$ cat src/rtl/cic_comb_chain.sv
// rtl/cic_comb_chain.sv - multi-stage, multi-channel CIC comb section at the decimated rate
//
// Cascades STAGES comb stages y[n] = x[n] - x[n-DELAY], each with an
// independent DELAY-deep history per time-interleaved channel. Valid and
// channel tag ride along with the data; latency is STAGES+1 cycles.
//
// Ports:
//   clk        clock
//   rst_n      synchronous active-low reset
//   in_valid   x/in_chan valid (decimated-rate strobe)
//   in_chan    channel tag of x, checked against the expected rotation
//   x          signed input sample, DATA_WIDTH bits (bit growth included)
//   out_valid  one-cycle pulse per output sample
//   out_chan   channel of y
//   y          signed comb output, OUT_WIDTH bits
//   seq_err    sticky channel-sequence error
//
// Optional build macro: CIC_COMB_CHAIN_ROUND_EN
//   Round half up (saturating on positive overflow) instead of truncating
//   when OUT_WIDTH < DATA_WIDTH.

module cic_comb_chain #(
  parameter int STAGES     = 3,
  parameter int DELAY      = 1,
  parameter int CHANNELS   = 1,
  parameter int DATA_WIDTH = 24,
  parameter int OUT_WIDTH  = 16,
  localparam int CH_W      = (CHANNELS > 1) ? $clog2(CHANNELS) : 1
) (
  input  logic                         clk,
  input  logic                         rst_n,
  input  logic                         in_valid,
  input  logic [CH_W-1:0]              in_chan,
  input  logic signed [DATA_WIDTH-1:0] x,
  output logic                         out_valid,
  output logic [CH_W-1:0]              out_chan,
  output logic signed [OUT_WIDTH-1:0]  y,
  output logic                         seq_err
);

  // Index 0 is the input register; index k is the output of comb stage k.
  logic                  s_v [STAGES+1];
  logic [CH_W-1:0]       s_c [STAGES+1];
  logic [DATA_WIDTH-1:0] s_d [STAGES+1];

  // hist[k][c][0] is the newest input seen by stage k+1 for channel c.
  logic [DATA_WIDTH-1:0] hist [STAGES][CHANNELS][DELAY];

  logic [CH_W-1:0]       cnt;
  logic [DATA_WIDTH-1:0] fin;
  logic [OUT_WIDTH-1:0]  y_next;

  assign fin = s_d[STAGES];

  generate
    if (DATA_WIDTH > OUT_WIDTH) begin : g_reduce
`ifdef CIC_COMB_CHAIN_ROUND_EN
      localparam logic [DATA_WIDTH:0] HALF =
        (DATA_WIDTH+1)'(1) << (DATA_WIDTH - OUT_WIDTH - 1);
      logic [DATA_WIDTH:0] rnd;
      logic                unused_rnd;
      // One guard bit above the sign: a mismatch means the +half carried
      // past the positive full scale, which can only happen upwards.
      assign rnd        = {fin[DATA_WIDTH-1], fin} + HALF;
      assign y_next     = (rnd[DATA_WIDTH] != rnd[DATA_WIDTH-1])
                        ? {1'b0, {(OUT_WIDTH-1){1'b1}}}
                        : rnd[DATA_WIDTH-1 -: OUT_WIDTH];
      assign unused_rnd = ^rnd[DATA_WIDTH-OUT_WIDTH-1:0];
`else
      logic unused_lsbs;
      assign y_next      = fin[DATA_WIDTH-1 -: OUT_WIDTH];
      assign unused_lsbs = ^fin[DATA_WIDTH-OUT_WIDTH-1:0];
`endif
    end else begin : g_full
      assign y_next = fin;
    end
  endgenerate

  always_ff @(posedge clk) begin
    if (!rst_n) begin
      cnt       <= '0;
      seq_err   <= 1'b0;
      out_valid <= 1'b0;
      out_chan  <= '0;
      y         <= '0;
      for (int k = 0; k <= STAGES; k++) begin
        s_v[k] <= 1'b0;
        s_c[k] <= '0;
        s_d[k] <= '0;
      end
      for (int k = 0; k < STAGES; k++)
        for (int c = 0; c < CHANNELS; c++)
          for (int j = 0; j < DELAY; j++)
            hist[k][c][j] <= '0;
    end else begin
      // Accept: the sample is tagged with the expected channel, not in_chan,
      // so a mis-sequenced source cannot corrupt another channel's history.
      s_v[0] <= in_valid;
      if (in_valid) begin
        s_c[0] <= cnt;
        s_d[0] <= x;
        cnt    <= (cnt == CH_W'(CHANNELS - 1)) ? '0 : cnt + 1'b1;
        if (CHANNELS > 1 && in_chan != cnt)
          seq_err <= 1'b1;
      end

      for (int k = 1; k <= STAGES; k++) begin
        s_v[k] <= s_v[k-1];
        if (s_v[k-1]) begin
          s_c[k] <= s_c[k-1];
          // Modulo-2^DATA_WIDTH difference; the wrap is what makes the CIC work.
          s_d[k] <= s_d[k-1] - hist[k-1][s_c[k-1]][DELAY-1];
          for (int j = DELAY - 1; j > 0; j--)
            hist[k-1][s_c[k-1]][j] <= hist[k-1][s_c[k-1]][j-1];
          hist[k-1][s_c[k-1]][0] <= s_d[k-1];
        end
      end

      out_valid <= s_v[STAGES];
      if (s_v[STAGES]) begin
        out_chan <= s_c[STAGES];
        y        <= y_next;
      end
    end
  end

endmodule

$ cat config.mk
export PLATFORM = sky130hd
export DESIGN_NAME = cic_comb_chain
export DESIGN_NICKNAME = d
export VERILOG_FILES = /design/src/rtl/cic_comb_chain.sv
export SDC_FILE = /design/constraint.sdc
export NUM_CORES = 1
export LEC_CHECK = 0
export ABC_CLOCK_PERIOD_IN_PS = 6910
export CORE_MARGIN = 4
export CORE_UTILIZATION = 45
export DETAILED_ROUTE_END_ITERATION = 8
export SLEW_MARGIN = 0
export SYNTH_ARGS = -nofsm -noshare
export SYNTH_HDL_FRONTEND = slang
export SYNTH_SLANG_ARGS = --single-unit
export TNS_END_PERCENT = 30
$ cat constraint.sdc
create_clock -name clk -period 6.91 [get_ports clk]
set_input_delay 1.7275 -clock clk [delete_from_list [all_inputs] [get_ports clk]]
set_output_delay 1.7275 -clock clk [all_outputs]
set_load 0.01 [all_outputs]
==> results summary <==
The number of buffers on the longest clock path came out at 2. The die extent in y is around 160 um. The startpoint identified for the worst register-to-register timing path is s_d[1][0]. The register-to-register setup slack came out at between 4 and 5 ns. After synthesis the netlist holds a flip-flop and latch count of roughly 190. The most common flop cell mapped by yosys is sky130_fd_sc_hd__edfxtp_1.

The per-cell routed wire length came out at 13.14 um. The arrival time of data at the critical path endpoint came out at ~3.9 ns. Yosys mapped a number of flops with a built-in enable equal to 161. The combined global-route utilization of all metal layers came out at roughly 14%. The starting density of the core came out at 45.99%.

STA classifies the critical path startpoint as a primary input. The maximum number of pins on one net before global-route repair is 49. The cell accounting for the most synthesized area is sky130_fd_sc_hd__edfxtp_1. The area after detailed placement is 11160 sq um. The number of global-route vias before repair is 6567. The total overflow left after global routing is 0. The cell area that synthesis handed to floorplanning was between 10000 and 15000 sq um.

The standard cell core area came out at around 23000 sq um. The path with the worst hold slack has its endpoint at y[4]. The required arrival time at the worst endpoint is between 7 and 8 ns. The number of failing hold endpoints at the final stage was 0.

The post-CTS clock slew at the launch and capture registers of the worst setup and hold paths came out at 0.07 ns. In this run the critical register-to-register path is captured at s_d[2][16]. The clock tree from TritonCTS is built. The total of hold buffers inserted after clock tree synthesis is 0. The first TritonRoute pass finished after 4 iterations. The maximum single-stage delay on the critical path is about 0.64 ns. The distinct cell type count of the synthesized netlist came out at between 70 and 80.

Of the cells placed in the final design, the portion with a size suffix greater than 1 is under 10%. The final worst hold slack is approximately 0.5 ns. The sequential cell area came out at between 5000 and 6000 sq um. Counting every net in the synthesized netlist gives around 1100.

The worst-case reg-to-reg path depth is 10. The detailed placer's ending HPWL is approximately 13000 um. After the first detailed-routing iteration, the DRC count stood at roughly 240.

The initial antenna violation count came to 0. By count the netlist is led by sky130_fd_sc_hd__edfxtp_1, sky130_fd_sc_hd__inv_1, sky130_fd_sc_hd__and2_1. The number of gates given a new drive strength after cts came out at 0.

The layout-stage area growth over the synthesis result came out at 12.34%. The sequential fraction of the synthesis area came out at between 50% and 60%. Ranked by total cell area, the synthesized netlist is headed by sky130_fd_sc_hd__edfxtp_1, sky130_fd_sc_hd__ha_1, sky130_fd_sc_hd__and2_1, sky130_fd_sc_hd__dfxtp_1, sky130_fd_sc_hd__inv_1. Wires add up to 17280 um. The worst slew margin relative to its limit came out at 23.44%. The worst setup path is of the in2reg kind. 47 I/O pins were placed. The peak ir drop on the vdd network is approximately 0.16 mV. The run finished with clean final reports. STA classifies the critical path endpoint as a flop.

The total power per unit cell area is 242.5 nW/um^2. The total power is approximately 0.0028 W. The cell with the largest stage delay on the worst path is sky130_fd_sc_hd__o21ai_4.

The number of H-tree levels came out at 4. The total of warnings raised by yosys is 0. The clock sink count is about 190. Summing all non-filler instances in the final layout gives an area of 11730 sq um. Counting instances, the worst hold path has a depth of 2. The via density per instance is about 5.1. After layout, the minimum clock period comes to around 3.6 ns. The proportion of synthesized flip-flops having asynchronous set or reset is 0%. The leakage power figure came out at between 4 and 5 nW.

The number of pins with negative max-slew slack in the final report came out at 0. The area share of the leading cell type in the synthesized netlist is 46.29%. The portion of the clock cycle consumed by the worst path in the final layout is 52.71%.

The number of antenna diodes in the final layout is 0. The placer's final routability congestion estimate came out at 0.8719. After routing, the total negative slack on setup checks comes to 0 ns.

Max-cap violations in this run came to 0. The global-route wire length before repair is between 20000 and 30000 um. Traced cell by cell, the critical path runs through buf_2, nand2_1, o21ai_4, buf_4, and2_1.

The count of filler cells inserted in the layout came out at 2062. The highest clock rate is about 270 MHz. sky130_fd_sc_hd__edfxtp_1 is the most common cell in the netlist. The type of the worst min-delay path is reg2reg. The launch point of the worst hold path is s_d[3][12]. The clock latency at the later pin of the worst-skew pair came out at ~0.43 ns.

The total via count after detailed routing is between 6000 and 7000. The largest fanout of any net on the critical path came out at 48. The number of remaining DRC errors is 0. The die boundary width is about 160 um. The root buffer cell chosen for the clock tree is sky130_fd_sc_hd__clkbuf_16. The die covers 25710 sq um.

At the pin with the least slew margin, the transition time is approximately 1.1 ns. The area of the multi-input gates came out at 4659 sq um. The count of nets left with antenna violations once routing finished came out at 0. The count of nets after finishing came out at approximately 1100. The placement row count came out at 55. The total clock buffers created by CTS is 17.

Setup repair after global routing left no endpoint under its margin. The final count of negative-setup-slack endpoints came out at 0. Post-CTS timing repair inserted 0 buffers for setup. Averaged over all synthesized cells, the footprint is 10.64 sq um. The cell count after synthesis is 982.

The setup clock skew after layout came out at about 0.010 ns. The count of input and output buffers came out at 44.
[metrics by stage]
step                instances  utilization (%)  worst slack (ns)
floorplan                 982                -             3.445
global placement         1283            49.14             2.768
detailed placement       1283            49.14             2.728
CTS                      1315            51.66             3.176
global route             1315            51.66             2.886
finish                   1315            51.66             3.268
[report_power, final]
group          leakage (nW)  switching (W)  internal, W
registers              1.90      0.0000287      0.00130
clock network         0.278       0.000418     0.000535
logic                  2.55       0.000324     0.000242
total                  4.73       0.000770      0.00207
[cell usage in the layout, fill, tap and decap left out, types with 12 or more instances in the layout]
cell type,instances
sky130_fd_sc_hd__nor2_1,68
sky130_fd_sc_hd__xnor2_1,25
sky130_fd_sc_hd__inv_1,90
sky130_fd_sc_hd__a21oi_1,48
sky130_fd_sc_hd__ha_1,68
sky130_fd_sc_hd__nor2b_1,28
sky130_fd_sc_hd__dfxtp_1,25
sky130_fd_sc_hd__nand2_1,45
sky130_fd_sc_hd__and2_1,81
sky130_fd_sc_hd__clkbuf_16,17
sky130_fd_sc_hd__nand3_1,21
sky130_fd_sc_hd__clkdlybuf4s50_1,43
sky130_fd_sc_hd__and3_1,33
sky130_fd_sc_hd__nand2b_1,12
sky130_fd_sc_hd__xor2_1,16
sky130_fd_sc_hd__a21o_1,24
sky130_fd_sc_hd__o21ai_0,35
sky130_fd_sc_hd__nor3_1,23
sky130_fd_sc_hd__edfxtp_1,161
sky130_fd_sc_hd__mux2i_1,23
[final cells by class]
type	instances	share of cell area [%]
Timing Repair Buffer	48	3.967
Tap cell	285	3.039
Inverter	91	2.911
Clock inverter	14	1.237
Clock buffer	18	3.658
Multi-Input combinational cell	673	39.71
Sequential cell	186	45.47
[worst max path at each step]
stage	to	depth (start not counted)	startpoint	slack (ns)
after CTS	hist[0][60]	5	rst_n	3.18
after floorplan	hist[0][0]	3	rst_n	3.45
after global placement	hist[0][49]	5	rst_n	2.77
final	hist[0][29]	5	rst_n	3.27
after detailed placement	hist[0][60]	5	rst_n	2.73
after global routing	hist[0][38]	5	rst_n	2.89
[state kept, by name (all words and copies together), names as in the netlist]
signal	flops
hist	72
s_d	88
out_valid	1
s_c	4
s_v	4
out_chan	1
y	16
[per-layer routing]
| metal | share of wire [%] | GRT usage, % | vias to the layer above |
|---|---|---|---|
| li1 | - | - | 3569 |
| met1 | 44 | 15.90 | 3009 |
| met2 | 51 | 25.66 | 95 |
| met3 | 2.8 | 2.874 | 34 |
| met4 | 2.5 | 4.889 | 0 |
| met5 | 0 | 0 | - |
[logic make-up (layout without fill, tap and decap cells)]
group,Yosys count,in the layout,share of synthesized area [%]
and+or+nand+nor,340,340,17.37
AOI/OAI and AO/OA,198,198,12.82
DFF,186,186,51.08
buffers and inverters,123,171,4.516
adders and majority gates,70,70,8.530
xor gates and xnor gates,41,41,3.438
muxes,23,23,2.204
other,1,1,0.03591
[critical path: cells and delay by family]
kind	cells	cell delay, ns
AND/OR/NAND/NOR	2	0.78
AO/OA/AOI/OAI	1	0.64
buffers and inverters	2	0.77
No activity file was read; power rests on OpenSTA's default activity.
==> variant 1, RTL diff (same settings) <==
Set the parameter `DATA_WIDTH` to 48 (it was 24).
--- a/src/rtl/cic_comb_chain.sv
+++ b/src/rtl/cic_comb_chain.sv
@@ -25,3 +25,3 @@
   parameter int CHANNELS   = 1,
-  parameter int DATA_WIDTH = 24,
+  parameter int DATA_WIDTH = 48,
   parameter int OUT_WIDTH  = 16,
Ports: changed (resized x); port bits go from 47 to 71. The function was not compared with the original's and may differ.
==> variant 1 against the original RTL <==
Total power grew 96%; clock power grew 100%; area after synthesis increased by 89%; synthesized cell count grew 98%; worst hold slack gained 0.0025 ns; wire length rose by 120%; clock skew increased by 0.0065 ns; final area grew 90%; setup slack worse by 0.14 ns; sequential share of layout area down 2.1 points; critical endpoint is now hist[0][51]; sequential cell count grew 144.
==> variant 1: results (changes against the original RTL) <==
| Metric | Value |
|---|---|
| Status | `complete, no violations` |
| Vias in the first global route | `13000 (+99%)` |
| Worst path slowest cell | `buf_4` |
| H-tree depth | `2 (-2)` |
| Worst IR drop on VDD | `0.174 mV (+7.3%)` |
| FF-to-FF setup slack | `3.46 ns (-0.74 ns)` |
| Final #Nets | `2187 (+96%)` |
| Reg2reg start | `s_d[0][0]` |
| Final Skew | `0.0168 ns (+0.00650 ns)` |
| FF-to-FF path depth | `12 (+2)` |
| GRT Total Usage | `0.160 (+0.0213)` |
| Synth Area in Adders | `0.0906 (+0.00532)` |
| Met2 Track Usage GR | `0.252 (-0.00466)` |
| Max FO, Critical Path | `92 (+92%)` |
| Pin count of the biggest net entering global routing | `93 (+90%)` |
| Seq/Total Area, Yosys | `0.489 (-0.0223)` |
| Hold Slack | `0.507 ns (+0.00254 ns)` |
| Clock Latency Late Sink | `0.55 ns (+0.12 ns)` |
| Most frequent cells after synthesis | `305 x edfxtp_1, 188 x inv_1, 165 x nor2_1, 158 x and2_1, 140 x ha_1` |
| Synth area leaders | `edfxtp_1 46%, ha_1 8.9%, and2_1 5.0%` |
| Final wirelength | `37600 um (+120%)` |
| Multiplexer share of the synthesized area | `0.0127 (-0.00939)` |
| Number of DRC markers in iteration 0 | `651 (+170%)` |
| DR pass1 iterations | `5 (+1)` |
| EDFF count, synth | `305 (+89%)` |
| Grt met3 use | `0.0269 (-0.00185)` |
| Share of layout cells above drive strength 1 | `0.0470 (-0.0122)` |
| Avg Inst Size Synth | `10.2 sq um (-4.5%)` |
| Top Registers | `s_d x160, hist x144, y x16` |
| DP Cell Count | `2538 (+98%)` |
| Diode count | `0 (unchanged)` |
| Arr. time, crit path | `4.19 ns (+0.25 ns)` |
| Syn_nets | `2141 (+98%)` |
| Yosys cell types | `77 (+8.5%)` |
| Layout Cells excl Fill | `2607 (+98%)` |
| Final HPWL from detailed placement | `28300 um (+110%)` |
| Num CTS Buffers | `38 (+21)` |
| Gpl congestion | `0.917 (+5.2%)` |
| Hold Startpoint | `s_d[3][35]` |
| Vias/cell | `5.11 (+0.22%)` |
| P_leak | `9.16 nW (+94%)` |
-- variant 1: changes by cell type after synthesis, sizes merged, moves of 24 or more --
cell | before | now
a21o | 26 | 63
a21oi | 55 | 140
and2 | 82 | 158
and3 | 33 | 57
clkbuf | 26 | 67
edfxtp | 161 | 305
ha | 68 | 140
inv | 90 | 188
nand2 | 45 | 111
nor2 | 68 | 165
o21ai | 45 | 79
xnor2 | 25 | 53
-- variant 1: worst register-to-register path: cells and delay by family (launching register included) --
family	cells	cell delay, ns
AND/OR/NAND/NOR	2	0.27
adder cells (fa/ha/maj)	2	0.62
XOR/XNOR	1	0.17
flip-flops	1	0.33
AO/OA/AOI/OAI	6	1.76
buffers and inverters	1	0.04
-- variant 1: how the worst max path moves through the flow --
stage,depth (start not counted),start,end,slack (ns)
6_report,6,rst_n,hist[0][51],3.13
5_1_grt,6,rst_n,hist[0][51],2.77
4_1_cts,6,rst_n,hist[0][51],3.04
3_5_place_dp,6,rst_n,hist[0][51],2.46
3_3_place_gp,6,rst_n,hist[0][48],2.54
2_1_floorplan,3,rst_n,hist[0][0],2.39
-- variant 1: layer usage --
| metal | share of wire | up-vias |
|---|---|---|
| li1 | - | 7036 |
| met1 | 0.50 | 6029 |
| met2 | 0.44 | 198 |
| met3 | 0.031 | 63 |
| met4 | 0.026 | 0 |
| met5 | 0 | - |
-- variant 1: per-stage QoR --
step	utilization	area, sq um	setup slack (ns)
2_1_floorplan	-	19800	2.39
3_3_place_gp	0.486	21000	2.54
3_5_place_dp	0.486	21000	2.46
4_1_cts	0.515	22300	3.04
5_1_grt	0.515	22300	2.77
6_report	0.515	22300	3.13
-- variant 1: final cells by class --
class,count,area (sq um)
inverters,188,706
clock buffers,49,1050
multi-input cells,1357,9180
well taps,585,732
repair buffers,78,751
fillers,3918,21000
flip-flops and latches,330,9660
clock inverters,20,186
-- variant 1: logic make-up after synthesis --
| kind of cell | count (synthesis) |
|---|---|
| and+or+nand+nor | 657 |
| buffers and inverters | 260 |
| AOI/OAI and AO/OA | 443 |
| adders and majority gates | 142 |
| xor gates and xnor gates | 89 |
| muxes | 25 |
| DFF | 330 |
| other | 1 |
-- variant 1: power by group --
part           total (mW)  leakage (nW)  switching, mW  internal, mW
clock                1.95         0.604          0.784          1.16
combinational        1.24          5.14          0.733         0.511
sequential           2.39          3.42         0.0594          2.34
==> variant 2, RTL diff (same flow settings) <==
Made on the original files. Remove the register `out_valid`: a continuous assignment takes its place, so the output `out_valid` follows one clock earlier. Comments in the files are not updated.
--- a/src/rtl/cic_comb_chain.sv
+++ b/src/rtl/cic_comb_chain.sv
@@ -82,3 +82,2 @@
       seq_err   <= 1'b0;
-      out_valid <= 1'b0;
       out_chan  <= '0;
@@ -118,3 +117,2 @@
 
-      out_valid <= s_v[STAGES];
       if (s_v[STAGES]) begin
@@ -126,2 +124,4 @@
 
+  assign out_valid = s_v[STAGES];
+
 endmodule
Function: changed (Yosys sat finds a counterexample within 10 cycles, from zero or initial values and one cycle with rst_n low).
==> variant 2 against the original RTL <==
Final area rose by 3.0%; setup slack got worse by 0.40 ns; largest power group unchanged; maximum frequency fell by 9.9%; total power rose by 2.1%; sequential cell count fell by 1; wire length rose by 12%; area after synthesis rose by 3.3%; count of clock-buffer cells in the layout rose by 1.
==> variant 2: results (changes against the original RTL) <==
| Metric | Value |
|---|---|
| Worst path slowest cell | `nand2_1` |
| Setup ws final | `2.87 ns (-0.398 ns)` |
| Max stage delay on crit path | `0.58 ns (-0.06 ns)` |
| Seq/Total Area, Yosys | `0.493 (-0.0182)` |
| FF-to-FF path depth | `9 (-1)` |
| Final wirelength | `19300 um (+12%)` |
| Filler Cell Count | `2230 (+8.1%)` |
| Hold Startpoint | `s_d[3][16]` |
| GRT Total Usage | `0.152 (+0.0130)` |
| Share of layout cells above drive strength 1 | `0.0404 (-0.0188)` |
| Worst Hold Endpoint | `y[8]` |
| Place WS | `2.34 ns (-0.391 ns)` |
| Reg2Reg Capture Point | `s_d[2][20]` |
| Synth area leaders | `edfxtp_1 45%, ha_1 7.9%, and2_1 4.5%` |
| Measured slew at the worst slew-check pin | `1.16 ns (+0.00811 ns)` |
| Number of DRC markers in iteration 0 | `302 (+27%)` |
| M1 GR Usage | `0.179 (+0.0202)` |
| Gpl congestion | `0.882 (+1.1%)` |
| FF-to-FF setup slack | `4.09 ns (-0.11 ns)` |
| Final Skew | `0.0204 ns (+0.0101 ns)` |
| Delay-heaviest family, CP | `buffers and inverters` |
| P_leak | `4.83 nW (+2.1%)` |
| Total core area | `23500 sq um (+3.7%)` |
| First-pass GRT wire length | `33200 um (+12%)` |
| Yosys cell types | `61 (-14%)` |
| Arr. time, crit path | `4.34 ns (+0.40 ns)` |
| Vias/cell | `5.21 (+2.1%)` |
| Status | `complete, no violations` |
| Vias in the first global route | `7018 (+6.9%)` |
| Clk buf depth | `2 (unchanged)` |
| Worst IR drop on VDD | `0.149 mV (-7.8%)` |
| Met2 Track Usage GR | `0.279 (+0.0226)` |
| Final #Nets | `1173 (+5.2%)` |
| Most frequent cells after synthesis | `161 x edfxtp_1, 91 x inv_1, 77 x and2_1, 73 x nand2_1, 69 x nor2_1` |
variant 2: changes by cell type in the layout (fill, tap and decap cells not counted), sizes merged, moves of 7 or more:
cell | unedited run | this run
a211oi | 10 | 17
a31oi | 9 | 21
mux2i | 23 | 40
nand2 | 45 | 73
nand2b | 12 | 25
nand3 | 21 | 12
o21a | 6 | 13
xnor2 | 25 | 17
xor2 | 16 | 7
variant 2: cell type report:
cell class,count,share of cell area
Inverter,91,0.0283
Timing Repair Buffer,47,0.0379
Clock inverter,13,0.0139
Tap cell,319,0.0330
Multi-Input combinational cell,733,0.411
Clock buffer,19,0.0358
Sequential cell,185,0.440
variant 2: where the power goes:
part           leakage [nW]  internal (mW)  switching [mW]
Clock                 0.289          0.574           0.416
Sequential             1.89           1.29          0.0288
Combinational          2.65          0.243           0.351
variant 2: cells by family (layout without fill, tap and decap cells):
family,Yosys count,in the layout,share of synthesized area
fa+ha+maj,70,70,0.0826
mux,40,40,0.0371
buf+inv,138,170,0.0492
compound gates,226,226,0.139
simple gates,372,372,0.180
flops,185,185,0.493
xor+xnor,24,24,0.0195
other cells,1,1,0.000348
variant 2: worst max path at each step:
stage                from           to  cells after the start
global placement    rst_n   hist[0][1]                      8
finish              rst_n  hist[0][15]                      8
detailed placement  rst_n  hist[0][44]                      8
CTS                 rst_n  hist[0][44]                      8
floorplan           rst_n  hist[0][24]                      3
global route        rst_n  hist[0][14]                      8
variant 2: stage by stage:
stage,power [mW],cell area [sq um],instances
finish,2.91,12100,1407
CTS,2.94,12100,1407
floorplan,1.80,10800,1056
global placement,1.93,11500,1375
detailed placement,1.94,11500,1375
global route,3.07,12100,1407
variant 2: per-layer routing:
metal / vias to the layer above / share of wire
met3: 26 / 0.028
met1: 3369 / 0.44
met2: 106 / 0.51
met4: 0 / 0.020
li1: 3826 / -
met5: - / 0
variant 2: worst reg2reg max path: stages (launching register included):
cell	delay, ns
edfxtp_1	0.35
inv_1	0.05
ha_1	0.23
fa_1	0.42
nor2b_1	0.21
o31a_1	0.21
o21ai_1	0.12
a211oi_1	0.62
a31oi_1	0.21
mux2i_1	0.15
